File: src/rtl/sram_march_bist_if.sv
// Shared port-0 SRAM bus plus BIST request/status bundle between the sequencer and the wrapper.
interface sram_march_bist_if #(
    parameter int unsigned ADDR_WIDTH  = 16,
    parameter int unsigned DATA_WIDTH  = 32,
    parameter int unsigned WMASK_WIDTH = 4,
    parameter int unsigned NUM_SRAMS   = 16,
    parameter int unsigned SEL_WIDTH   = 4
);
    logic                   start;
    logic                   abort;
    logic [SEL_WIDTH-1:0]   sram_sel;
    logic [ADDR_WIDTH-1:0]  addr_max;
    logic [DATA_WIDTH-1:0]  cmp_mask;
    logic [DATA_WIDTH-1:0]  rdata;
    logic [ADDR_WIDTH-1:0]  addr0;
    logic [DATA_WIDTH-1:0]  din0;
    logic                   web0;
    logic [WMASK_WIDTH-1:0] wmask0;
    logic [NUM_SRAMS-1:0]   csb0;
    logic [NUM_SRAMS-1:0]   csb1;
    logic                   bist_active;
    logic                   done;
    logic                   pass;
    logic [ADDR_WIDTH-1:0]  fail_addr;
    logic [2:0]             fail_elem;
    logic [DATA_WIDTH-1:0]  fail_data;
    logic [15:0]            err_count;

    modport master (
        input  start, abort, sram_sel, addr_max, cmp_mask, rdata,
        output addr0, din0, web0, wmask0, csb0, csb1, bist_active,
               done, pass, fail_addr, fail_elem, fail_data, err_count
    );

    modport slave (
        output start, abort, sram_sel, addr_max, cmp_mask, rdata,
        input  addr0, din0, web0, wmask0, csb0, csb1, bist_active,
               done, pass, fail_addr, fail_elem, fail_data, err_count
    );
endinterface

File: src/rtl/sram_march_bist.sv
// March C- sequencer: drives one OpenRAM macro over the shared port-0 bus, compares the
// captured read data and reports pass/fail, first failing location and a saturating error count.
module sram_march_bist #(
    parameter int unsigned ADDR_WIDTH  = 16,
    parameter int unsigned DATA_WIDTH  = 32,
    parameter int unsigned WMASK_WIDTH = 4,
    parameter int unsigned NUM_SRAMS   = 16,
    parameter int unsigned SEL_WIDTH   = 4,
    parameter int unsigned READ_LAT    = 2
) (
    input  logic              clk,
    input  logic              reset,
    sram_march_bist_if.master bus
);
    localparam int unsigned ELEM_W  = 3;
    localparam int unsigned DRAIN_W = 3;
    localparam int unsigned ERR_W   = 16;
    localparam logic [ELEM_W-1:0] ELEM_END = ELEM_W'(6);

    typedef enum logic [1:0] {S_IDLE, S_RUN, S_DRAIN, S_DONE} state_t;

    state_t                  r_state, w_state_nxt;
    logic [ELEM_W-1:0]       r_elem, w_elem_nxt;
    logic [ADDR_WIDTH-1:0]   r_addr, w_addr_nxt;
    logic                    r_phase, w_phase_nxt;
    logic [SEL_WIDTH-1:0]    r_sel, w_sel_nxt;
    logic [ADDR_WIDTH-1:0]   r_addr_max, w_amax_nxt;
    logic [DATA_WIDTH-1:0]   r_cmp_mask, w_mask_nxt;
    logic [DRAIN_W-1:0]      r_drain, w_drain_nxt;
    logic                    r_op_rd, w_op_rd_nxt;
    logic                    r_op_exp, w_op_exp_nxt;
    logic [ELEM_W-1:0]       r_op_elem, w_op_elem_nxt;
    logic [ADDR_WIDTH-1:0]   r_addr0, w_addr0_nxt;
    logic [DATA_WIDTH-1:0]   r_din0, w_din0_nxt;
    logic                    r_web0, w_web0_nxt;
    logic [NUM_SRAMS-1:0]    r_csb0, w_csb0_nxt;
    logic                    r_active, w_active_nxt;
    logic                    r_done, w_done_nxt;
    logic                    r_pass, w_pass_nxt;
    logic [ADDR_WIDTH-1:0]   r_fail_addr, w_fail_addr_nxt;
    logic [ELEM_W-1:0]       r_fail_elem, w_fail_elem_nxt;
    logic [DATA_WIDTH-1:0]   r_fail_data, w_fail_data_nxt;
    logic [ERR_W-1:0]        r_err_count, w_err_nxt;
    logic                    w_flush;

    // Compare pipeline: one stage per cycle of read latency after the op leaves the bus
    logic [READ_LAT-1:0]     r_pv, r_pexp;
    logic [ADDR_WIDTH-1:0]   r_paddr [READ_LAT];
    logic [ELEM_W-1:0]       r_pelem [READ_LAT];
    logic                    w_mis;

    // Op generator: current op and its successor; seeded with E0/addr 0 when starting
    logic                    w_g_run, w_g_phase, w_g_down, w_g_single, w_g_rd, w_g_exp, w_g_wbit, w_g_end;
    logic [ELEM_W-1:0]       w_g_elem, w_s_elem;
    logic [ADDR_WIDTH-1:0]   w_g_addr, w_g_amax, w_s_addr;
    logic [SEL_WIDTH-1:0]    w_g_sel;
    logic                    w_s_phase;

    always_comb begin
        w_g_run    = (r_state == S_RUN);
        w_g_elem   = w_g_run ? r_elem : '0;
        w_g_addr   = w_g_run ? r_addr : '0;
        w_g_phase  = w_g_run ? r_phase : 1'b0;
        w_g_amax   = w_g_run ? r_addr_max : bus.addr_max;
        w_g_sel    = w_g_run ? r_sel : bus.sram_sel;
        w_g_down   = (w_g_elem >= ELEM_W'(3));
        w_g_single = (w_g_elem == ELEM_W'(0)) || (w_g_elem == ELEM_W'(5));
        w_g_rd     = (w_g_elem != ELEM_W'(0)) && (w_g_single || !w_g_phase);
        w_g_exp    = (w_g_elem == ELEM_W'(2)) || (w_g_elem == ELEM_W'(4));
        w_g_wbit   = (w_g_elem == ELEM_W'(1)) || (w_g_elem == ELEM_W'(3));
        w_g_end    = w_g_down ? (w_g_addr == '0) : (w_g_addr == w_g_amax);
        w_s_elem   = w_g_elem;
        w_s_addr   = w_g_addr;
        w_s_phase  = 1'b1;
        if (w_g_single || w_g_phase) begin
            w_s_phase = 1'b0;
            if (!w_g_end) begin
                w_s_addr = w_g_down ? (w_g_addr - ADDR_WIDTH'(1)) : (w_g_addr + ADDR_WIDTH'(1));
            end else begin
                w_s_elem = w_g_elem + ELEM_W'(1);
                w_s_addr = (w_g_elem >= ELEM_W'(2)) ? w_g_amax : '0;
            end
        end
    end

    assign w_mis = r_pv[READ_LAT-1] &&
                   (|((bus.rdata ^ {DATA_WIDTH{r_pexp[READ_LAT-1]}}) & r_cmp_mask));

    always_comb begin
        w_state_nxt     = r_state;
        w_elem_nxt      = r_elem;
        w_addr_nxt      = r_addr;
        w_phase_nxt     = r_phase;
        w_sel_nxt       = r_sel;
        w_amax_nxt      = r_addr_max;
        w_mask_nxt      = r_cmp_mask;
        w_drain_nxt     = r_drain;
        w_op_rd_nxt     = 1'b0;
        w_op_exp_nxt    = 1'b0;
        w_op_elem_nxt   = '0;
        w_addr0_nxt     = '0;
        w_din0_nxt      = '0;
        w_web0_nxt      = 1'b1;
        w_csb0_nxt      = '1;
        w_active_nxt    = 1'b0;
        w_done_nxt      = r_done;
        w_pass_nxt      = r_pass;
        w_fail_addr_nxt = r_fail_addr;
        w_fail_elem_nxt = r_fail_elem;
        w_fail_data_nxt = r_fail_data;
        w_err_nxt       = r_err_count;
        w_flush         = 1'b0;

        if ((r_state == S_RUN || r_state == S_DRAIN) && !bus.abort && w_mis) begin
            if (r_err_count != '1) w_err_nxt = r_err_count + ERR_W'(1);
            if (r_err_count == '0) begin
                w_fail_addr_nxt = r_paddr[READ_LAT-1];
                w_fail_elem_nxt = r_pelem[READ_LAT-1];
                w_fail_data_nxt = bus.rdata;
            end
        end

        case (r_state)
            S_IDLE, S_DONE: begin
                if (!bus.abort && bus.start && (32'(bus.sram_sel) < NUM_SRAMS)) begin
                    w_state_nxt     = S_RUN;
                    w_sel_nxt       = bus.sram_sel;
                    w_amax_nxt      = bus.addr_max;
                    w_mask_nxt      = bus.cmp_mask;
                    w_done_nxt      = 1'b0;
                    w_pass_nxt      = 1'b0;
                    w_fail_addr_nxt = '0;
                    w_fail_elem_nxt = '0;
                    w_fail_data_nxt = '0;
                    w_err_nxt       = '0;
                end
            end
            S_RUN: begin
                w_active_nxt = 1'b1;
                if (r_elem == ELEM_END) begin
                    w_state_nxt = S_DRAIN;
                    w_drain_nxt = '0;
                end
            end
            S_DRAIN: begin
                w_active_nxt = 1'b1;
                if (r_drain == DRAIN_W'(READ_LAT - 1)) begin
                    w_state_nxt  = S_DONE;
                    w_active_nxt = 1'b0;
                    w_done_nxt   = 1'b1;
                    w_pass_nxt   = (w_err_nxt == '0);
                end else begin
                    w_drain_nxt = r_drain + DRAIN_W'(1);
                end
            end
            default: w_state_nxt = S_IDLE;
        endcase

        // Issue an op on the start edge and on every RUN cycle until the march is exhausted
        if (w_state_nxt == S_RUN) begin
            w_active_nxt  = 1'b1;
            w_elem_nxt    = w_s_elem;
            w_addr_nxt    = w_s_addr;
            w_phase_nxt   = w_s_phase;
            w_addr0_nxt   = w_g_addr;
            w_csb0_nxt    = ~(NUM_SRAMS'(1) << w_g_sel);
            w_web0_nxt    = w_g_rd;
            w_din0_nxt    = w_g_rd ? '0 : {DATA_WIDTH{w_g_wbit}};
            w_op_rd_nxt   = w_g_rd;
            w_op_exp_nxt  = w_g_exp;
            w_op_elem_nxt = w_g_elem;
        end

        if ((r_state == S_RUN || r_state == S_DRAIN) && bus.abort) begin
            w_state_nxt  = S_IDLE;
            w_flush      = 1'b1;
            w_active_nxt = 1'b0;
            w_done_nxt   = 1'b0;
            w_csb0_nxt   = '1;
            w_web0_nxt   = 1'b1;
            w_addr0_nxt  = '0;
            w_din0_nxt   = '0;
            w_op_rd_nxt  = 1'b0;
        end
    end

    always_ff @(posedge clk) begin
        if (reset) begin
            r_state     <= S_IDLE;
            r_elem      <= '0;
            r_addr      <= '0;
            r_phase     <= 1'b0;
            r_sel       <= '0;
            r_addr_max  <= '0;
            r_cmp_mask  <= '0;
            r_drain     <= '0;
            r_op_rd     <= 1'b0;
            r_op_exp    <= 1'b0;
            r_op_elem   <= '0;
            r_addr0     <= '0;
            r_din0      <= '0;
            r_web0      <= 1'b1;
            r_csb0      <= '1;
            r_active    <= 1'b0;
            r_done      <= 1'b0;
            r_pass      <= 1'b0;
            r_fail_addr <= '0;
            r_fail_elem <= '0;
            r_fail_data <= '0;
            r_err_count <= '0;
        end else begin
            r_state     <= w_state_nxt;
            r_elem      <= w_elem_nxt;
            r_addr      <= w_addr_nxt;
            r_phase     <= w_phase_nxt;
            r_sel       <= w_sel_nxt;
            r_addr_max  <= w_amax_nxt;
            r_cmp_mask  <= w_mask_nxt;
            r_drain     <= w_drain_nxt;
            r_op_rd     <= w_op_rd_nxt;
            r_op_exp    <= w_op_exp_nxt;
            r_op_elem   <= w_op_elem_nxt;
            r_addr0     <= w_addr0_nxt;
            r_din0      <= w_din0_nxt;
            r_web0      <= w_web0_nxt;
            r_csb0      <= w_csb0_nxt;
            r_active    <= w_active_nxt;
            r_done      <= w_done_nxt;
            r_pass      <= w_pass_nxt;
            r_fail_addr <= w_fail_addr_nxt;
            r_fail_elem <= w_fail_elem_nxt;
            r_fail_data <= w_fail_data_nxt;
            r_err_count <= w_err_nxt;
        end
    end

    always_ff @(posedge clk) begin
        if (reset || w_flush) begin
            r_pv <= '0;
        end else begin
            r_pv <= READ_LAT'({r_pv, r_op_rd});
        end
        r_pexp     <= READ_LAT'({r_pexp, r_op_exp});
        r_paddr[0] <= r_addr0;
        r_pelem[0] <= r_op_elem;
        for (int i = 1; i < int'(READ_LAT); i++) begin
            r_paddr[i] <= r_paddr[i-1];
            r_pelem[i] <= r_pelem[i-1];
        end
    end

    assign bus.addr0       = r_addr0;
    assign bus.din0        = r_din0;
    assign bus.web0        = r_web0;
    assign bus.wmask0      = '1;
    assign bus.csb0        = r_csb0;
    assign bus.csb1        = '1;
    assign bus.bist_active = r_active;
    assign bus.done        = r_done;
    assign bus.pass        = r_pass;
    assign bus.fail_addr   = r_fail_addr;
    assign bus.fail_elem   = r_fail_elem;
    assign bus.fail_data   = r_fail_data;
    assign bus.err_count   = r_err_count;
endmodule
File: src/flat_wrapper.sv
// flat-port wrapper written by rule: the top's interface ports become plain ports
module sram_march_bist_flat 
#(
    parameter int unsigned ADDR_WIDTH  = 16,
    parameter int unsigned DATA_WIDTH  = 32,
    parameter int unsigned WMASK_WIDTH = 4,
    parameter int unsigned NUM_SRAMS   = 16,
    parameter int unsigned SEL_WIDTH   = 4,
    parameter int unsigned READ_LAT    = 2
)
  (clk, reset, bus_start, bus_abort, bus_sram_sel, bus_addr_max, bus_cmp_mask, bus_rdata, bus_addr0, bus_din0, bus_web0, bus_wmask0, bus_csb0, bus_csb1, bus_bist_active, bus_done, bus_pass, bus_fail_addr, bus_fail_elem, bus_fail_data, bus_err_count);
  sram_march_bist_if #(.ADDR_WIDTH(ADDR_WIDTH), .DATA_WIDTH(DATA_WIDTH), .WMASK_WIDTH(WMASK_WIDTH), .NUM_SRAMS(NUM_SRAMS), .SEL_WIDTH(SEL_WIDTH)) bus_i ();
  input  logic clk;
  input  logic reset;
  input wire logic [$bits(bus_i.start)-1:0] bus_start;
  input wire logic [$bits(bus_i.abort)-1:0] bus_abort;
  input wire logic [$bits(bus_i.sram_sel)-1:0] bus_sram_sel;
  input wire logic [$bits(bus_i.addr_max)-1:0] bus_addr_max;
  input wire logic [$bits(bus_i.cmp_mask)-1:0] bus_cmp_mask;
  input wire logic [$bits(bus_i.rdata)-1:0] bus_rdata;
  output wire logic [$bits(bus_i.addr0)-1:0] bus_addr0;
  output wire logic [$bits(bus_i.din0)-1:0] bus_din0;
  output wire logic [$bits(bus_i.web0)-1:0] bus_web0;
  output wire logic [$bits(bus_i.wmask0)-1:0] bus_wmask0;
  output wire logic [$bits(bus_i.csb0)-1:0] bus_csb0;
  output wire logic [$bits(bus_i.csb1)-1:0] bus_csb1;
  output wire logic [$bits(bus_i.bist_active)-1:0] bus_bist_active;
  output wire logic [$bits(bus_i.done)-1:0] bus_done;
  output wire logic [$bits(bus_i.pass)-1:0] bus_pass;
  output wire logic [$bits(bus_i.fail_addr)-1:0] bus_fail_addr;
  output wire logic [$bits(bus_i.fail_elem)-1:0] bus_fail_elem;
  output wire logic [$bits(bus_i.fail_data)-1:0] bus_fail_data;
  output wire logic [$bits(bus_i.err_count)-1:0] bus_err_count;
  assign bus_i.start = bus_start;
  assign bus_i.abort = bus_abort;
  assign bus_i.sram_sel = bus_sram_sel;
  assign bus_i.addr_max = bus_addr_max;
  assign bus_i.cmp_mask = bus_cmp_mask;
  assign bus_i.rdata = bus_rdata;
  assign bus_addr0 = bus_i.addr0;
  assign bus_din0 = bus_i.din0;
  assign bus_web0 = bus_i.web0;
  assign bus_wmask0 = bus_i.wmask0;
  assign bus_csb0 = bus_i.csb0;
  assign bus_csb1 = bus_i.csb1;
  assign bus_bist_active = bus_i.bist_active;
  assign bus_done = bus_i.done;
  assign bus_pass = bus_i.pass;
  assign bus_fail_addr = bus_i.fail_addr;
  assign bus_fail_elem = bus_i.fail_elem;
  assign bus_fail_data = bus_i.fail_data;
  assign bus_err_count = bus_i.err_count;
  sram_march_bist #(.ADDR_WIDTH(ADDR_WIDTH), .DATA_WIDTH(DATA_WIDTH), .WMASK_WIDTH(WMASK_WIDTH), .NUM_SRAMS(NUM_SRAMS), .SEL_WIDTH(SEL_WIDTH), .READ_LAT(READ_LAT)) u_core (.clk(clk), .reset(reset), .bus(bus_i));
endmodule
File: config.mk
export PLATFORM = sky130hd
export DESIGN_NAME = sram_march_bist_flat
export DESIGN_NICKNAME = d
export VERILOG_FILES = /design/src/rtl/sram_march_bist_if.sv /design/src/rtl/sram_march_bist.sv /design/src/flat_wrapper.sv
export SDC_FILE = /design/constraint.sdc
export NUM_CORES = 1
export LEC_CHECK = 0
export ABC_AREA = 1
export CAP_MARGIN = 20
export CORE_ASPECT_RATIO = 1.5
export CORE_UTILIZATION = 28
export CTS_BUF_LIST = sky130_fd_sc_hd__clkbuf_16
export CTS_CLUSTER_SIZE = 16
export DETAILED_ROUTE_END_ITERATION = 10
export PLACE_DENSITY_LB_ADDON = 0.2
export SETUP_SLACK_MARGIN = 0.02
export SLEW_MARGIN = 20
export SYNTH_ARGS = -nofsm -noshare
export SYNTH_HDL_FRONTEND = slang
export SYNTH_SLANG_ARGS = --single-unit
File: constraint.sdc
create_clock -name clk -period 4.4 [get_ports clk]
set_clock_uncertainty 0.15 [all_clocks]
set_input_delay 0.44 -clock clk [delete_from_list [all_inputs] [get_ports clk]]
set_output_delay 0.44 -clock clk [all_outputs]
set_load 0.02 [all_outputs]
==> PnR_summary.wiki <==
{| class="wikitable"
! Metric !! Value
|-
| Synth Cell Area || 0.0108 sq mm
|-
| Data arrival at the endpoint of the critical path || 4.21 ns
|-
| Number of iterations in the first detailed-routing pass || 6
|-
| Clock period minus worst slack || 3.91 ns
|-
| CTS tree || yes
|-
| Count of port buffers added during placement || 222
|-
| Worst reg-to-reg path cell count || 20
|-
| Instance count along the most critical hold path || 0
|-
| Initial DRC Count || 552
|-
| Top delay family on crit path || adder cells
|-
| Mux contribution to synthesized area || 0%
|-
| Number of antenna cells inserted || 0
|-
| Final core utilization || 36.8%
|-
| Clock-pin transition on the worst setup and hold timing paths || 0.07 ns
|-
| Setup Crit Path Kind || flop to flop
|-
| Hold WC Path Type || flop to flop
|-
| Hold slack final || 0.168 ns
|-
| Largest family of logic cells by synthesized area || simple AND/OR/NAND/NOR gates
|-
| Number of antenna violations at the first check in global routing || 0
|-
| Compound-gate portion of the synthesized area || 16.4%
|-
| Half-perimeter wire length after detailed placement || 26000 um
|-
| Leakage power summed over all cells || 0.00603 uW
|-
| Synth Area per Inst || 7.32 sq um
|-
| Transition time at the pin with the least slew margin || 0.852 ns
|-
| Total wire length after detailed routing || 34700 um
|-
| Detailed-route via count || 9976
|-
| Switching component of the power || 1680 uW
|-
| Worst setup EP type || flop
|-
| Distinct cell type count after synthesis || 43
|-
| Timing-limited maximum frequency || 256 MHz
|-
| Seq pwr share || 41.2%
|-
| Postcts setup bufs || 0
|-
| RSZ-0062 raised after global routing || false
|-
| Remaining design rule violation count || 0
|-
| First-pass GRT wire length || 53400 um
|-
| Crit-path cells || inv_1, ha_2, nand2_1, inv_1, ha_1, inv_1, ha_1, inv_1, ha_1, nand2_1, o21ai_0, a21oi_1, o21ai_0, nand2_1, nand3_1, xor2_1, nand2_1, nand3_1, nand2_1, a21oi_1
|-
| Number of sinks driven by the clock tree || 228
|-
| Worst-case headroom to the max-slew limit || 43.1%
|-
| Final total negative setup slack || 0 ns
|-
| Proportion of synthesized flip-flops having asynchronous set or reset || 0%
|-
| Clock group share of total power || 38.1%
|-
| Cell-internal power || 3770 uW
|-
| CP Buf/Inv Count || 4
|-
| Buffer levels on the longest clock path || 3
|-
| Overall die area || 0.0393 sq mm
|-
| NumNets Final || 1758
|-
| Max Cap Viol || 0
|-
| Most common cell on crit path || sky130_fd_sc_hd__nand2_1
|-
| Required time at the worst-slack endpoint || 4.70 ns
|-
| Share of post-route cells with drive strength above 1 || 5.13%
|-
| Slowest cell on crit path || sky130_fd_sc_hd__ha_1
|-
| Area share of xor/xnor cells in the synthesized design || 1.38%
|-
| Final count of hold timing violations || 0
|-
| YS warnings || 0
|-
| Highest net fanout along the worst path || 9
|-
| CTS resizes || 0
|-
| Cells taking the most area after synthesis || sky130_fd_sc_hd__dfxtp_1, sky130_fd_sc_hd__nand2_1, sky130_fd_sc_hd__a21oi_1
|-
| Post-synthesis cell count || 1473
|-
| Pwr/cell area || 392 mW/mm^2
|-
| Vertical die dimension || 242 um
|-
| Largest vdd supply drop || 252 uV
|-
| Number of CTS-inserted buffers || 24
|-
| Vias per inst || 4.65
|-
| Non-filler instance count after layout || 2146
|-
| Crit start category || flop
|-
| Final setup violating endpoints || 0
|-
| Area of the core || 0.0378 sq mm
|-
| Number of hold-repair buffers added at the cts stage || 0
|-
| Horizontal extent of the die || 162 um
|-
| Seq/Total Area, Yosys || 42.3%
|-
| Num ports || 243
|-
| Yosys top cell area share || 42.3%
|-
| Switching part of the total power || 30.8%
|-
| Number of enable flip-flop cells after synthesis || 0
|-
| Weighted congestion at the end of routability-driven global placement || 0.903
|-
| Prevailing post-synth register cell || sky130_fd_sc_hd__dfxtp_1
|-
| Initial core utilization || 28.6%
|-
| Clock network latency to the later pin of the worst-skew pair || 0.53 ns
|-
| Fraction of the mapped netlist area in simple logic gates || 24.4%
|-
| Run status || complete, no violations
|-
| P&R area growth vs syn || 28.8%
|-
| Placed insts || 2103
|-
| Combinational group share of total power || 20.7%
|-
| Share of the cycle needed by the critical path after routing || 88.8%
|-
| Number of global-route vias before repair || 9515
|-
| Post-synthesis register bit count || 228
|-
| Final-report max-slew violation count || 0
|-
| Share of synthesized cell area in full adder, half adder and majority cells || 3.55%
|-
| Worst stage delay on the critical path || 0.42 ns
|-
| Pin count of the biggest net entering global routing || 72
|-
| Clock root buffer || sky130_fd_sc_hd__clkbuf_16
|-
| Deepest level of the CTS H-tree || 1
|-
| Remaining global-route overflow || 0
|-
| Post-route ant nets || 0
|-
| Number of logic stages on the critical path including buffering || 20
|-
| # rows || 87
|-
| Average wire length per cell after detail routing || 16.2 um
|-
| Synth area leader || sky130_fd_sc_hd__dfxtp_1
|-
| Aggregate global-route resource usage || 17.3%
|}
state kept, by name, indices dropped and copies added, names as in the netlist, 2 cells and up:
name / flops
u_core.r_addr: 16
u_core.r_pv: 2
u_core.bus.fail_data: 32
u_core.r_paddr: 32
u_core.r_sel: 4
u_core.r_pexp: 2
u_core.r_addr_max: 16
u_core.bus.addr0: 16
u_core.r_pelem: 6
u_core.bus.err_count: 16
u_core.bus.fail_elem: 3
u_core.r_state: 2
u_core.r_cmp_mask: 32
u_core.r_elem: 3
u_core.bus.csb0: 16
u_core.r_drain: 3
u_core.r_op_elem: 3
u_core.bus.fail_addr: 16
per-stage QoR:
stage	total power, uW	area [sq um]	setup WS [ns]
3_3_place_gp	3420	13100	0.669
2_1_floorplan	3060	10900	0.545
6_report	5450	13900	0.494
5_1_grt	5750	13900	0.0741
4_1_cts	5530	13900	0.501
3_5_place_dp	3420	13100	0.555
final timing paths:
check / from / endpoint / slack (ns)
min: u_core.r_op_exp / u_core.r_pexp[0] / 0.17
max reg2reg: u_core.r_state[1] / u_core.r_addr[12] / 0.49
max: u_core.r_state[1] / u_core.r_addr[12] / 0.49
min reg2reg: u_core.r_op_exp / u_core.r_pexp[0] / 0.17
synth_stat cells, types with 5 or more instances:
cell                         n
sky130_fd_sc_hd__nand2_1   318
sky130_fd_sc_hd__dfxtp_1   228
sky130_fd_sc_hd__a21oi_1   155
sky130_fd_sc_hd__nor2_1    141
sky130_fd_sc_hd__inv_1     133
sky130_fd_sc_hd__nand3_1   110
sky130_fd_sc_hd__o21ai_0    65
sky130_fd_sc_hd__buf_4      54
sky130_fd_sc_hd__clkbuf_1   36
sky130_fd_sc_hd__o21a_1     33
sky130_fd_sc_hd__ha_1       29
sky130_fd_sc_hd__nand4_1    22
sky130_fd_sc_hd__o21bai_1   20
sky130_fd_sc_hd__o21ai_1    16
sky130_fd_sc_hd__buf_2      14
sky130_fd_sc_hd__buf_6      12
sky130_fd_sc_hd__xor2_1     11
sky130_fd_sc_hd__nor3_1     10
sky130_fd_sc_hd__inv_2       8
sky130_fd_sc_hd__o211ai_1    7
sky130_fd_sc_hd__nand2_2     6
sky130_fd_sc_hd__o22ai_1     6
sky130_fd_sc_hd__xnor2_1     6
sky130_fd_sc_hd__nor4_1      5
layer usage:
metal	vias to the layer above	global-route usage, %	routed length [um]	part of all wire, %
li1	5067	-	-	-
met4	0	7.35	1240	3.6
met5	-	0	0	0
met1	4540	19.0	13300	38
met3	58	1.99	1580	4.6
met2	311	32.8	18500	53
cell families after synthesis:
logic type | Yosys count
and+or+nand+nor | 623
xor gates and xnor gates | 17
other | 1
buffers and inverters | 260
DFF | 228
AOI/OAI and AO/OA | 314
adders and majority gates | 30
placed cells by master, fill, tap and decap left out, drive strengths merged:
| master | instances |
|---|---|
| a211oi | 2 |
| a21o | 3 |
| a21oi | 157 |
| a22oi | 1 |
| a31o | 1 |
| buf | 18 |
| bufinv | 3 |
| clkbuf | 25 |
| clkdlybuf4s50 | 221 |
| clkinv | 9 |
| clkinvlp | 2 |
| conb | 20 |
| dfxtp | 228 |
| fa | 1 |
| ha | 29 |
| inv | 147 |
| nand2 | 324 |
| nand3 | 111 |
| nand3b | 3 |
| nand4 | 23 |
| nor2 | 142 |
| nor3 | 11 |
| nor4 | 6 |
| o211a | 2 |
| o211ai | 7 |
| o21a | 33 |
| o21ai | 82 |
| o21bai | 20 |
| o22ai | 6 |
| or2 | 3 |
| xnor2 | 6 |
| xor2 | 11 |
power by group through the flow:
| stage | clock (uW) | combinational (uW) | sequential (uW) |
|---|---|---|---|
| 2_1_floorplan | 0 | 767 | 2290 |
| 3_3_place_gp | 0 | 1130 | 2290 |
| 3_5_place_dp | 0 | 1130 | 2290 |
| 4_1_cts | 2150 | 1140 | 2240 |
| 5_1_grt | 2230 | 1260 | 2260 |
| 6_report | 2080 | 1130 | 2250 |
cell type report:
cell class,count,area [sq um]
fillers,3964,23900
multi-input cells,1004,5020
flip-flops and latches,228,4560
repair buffers,239,2360
clock buffers,25,626
well taps,489,612
inverters,143,539
clock inverters,18,175
(Power assumes the default switching activity.)
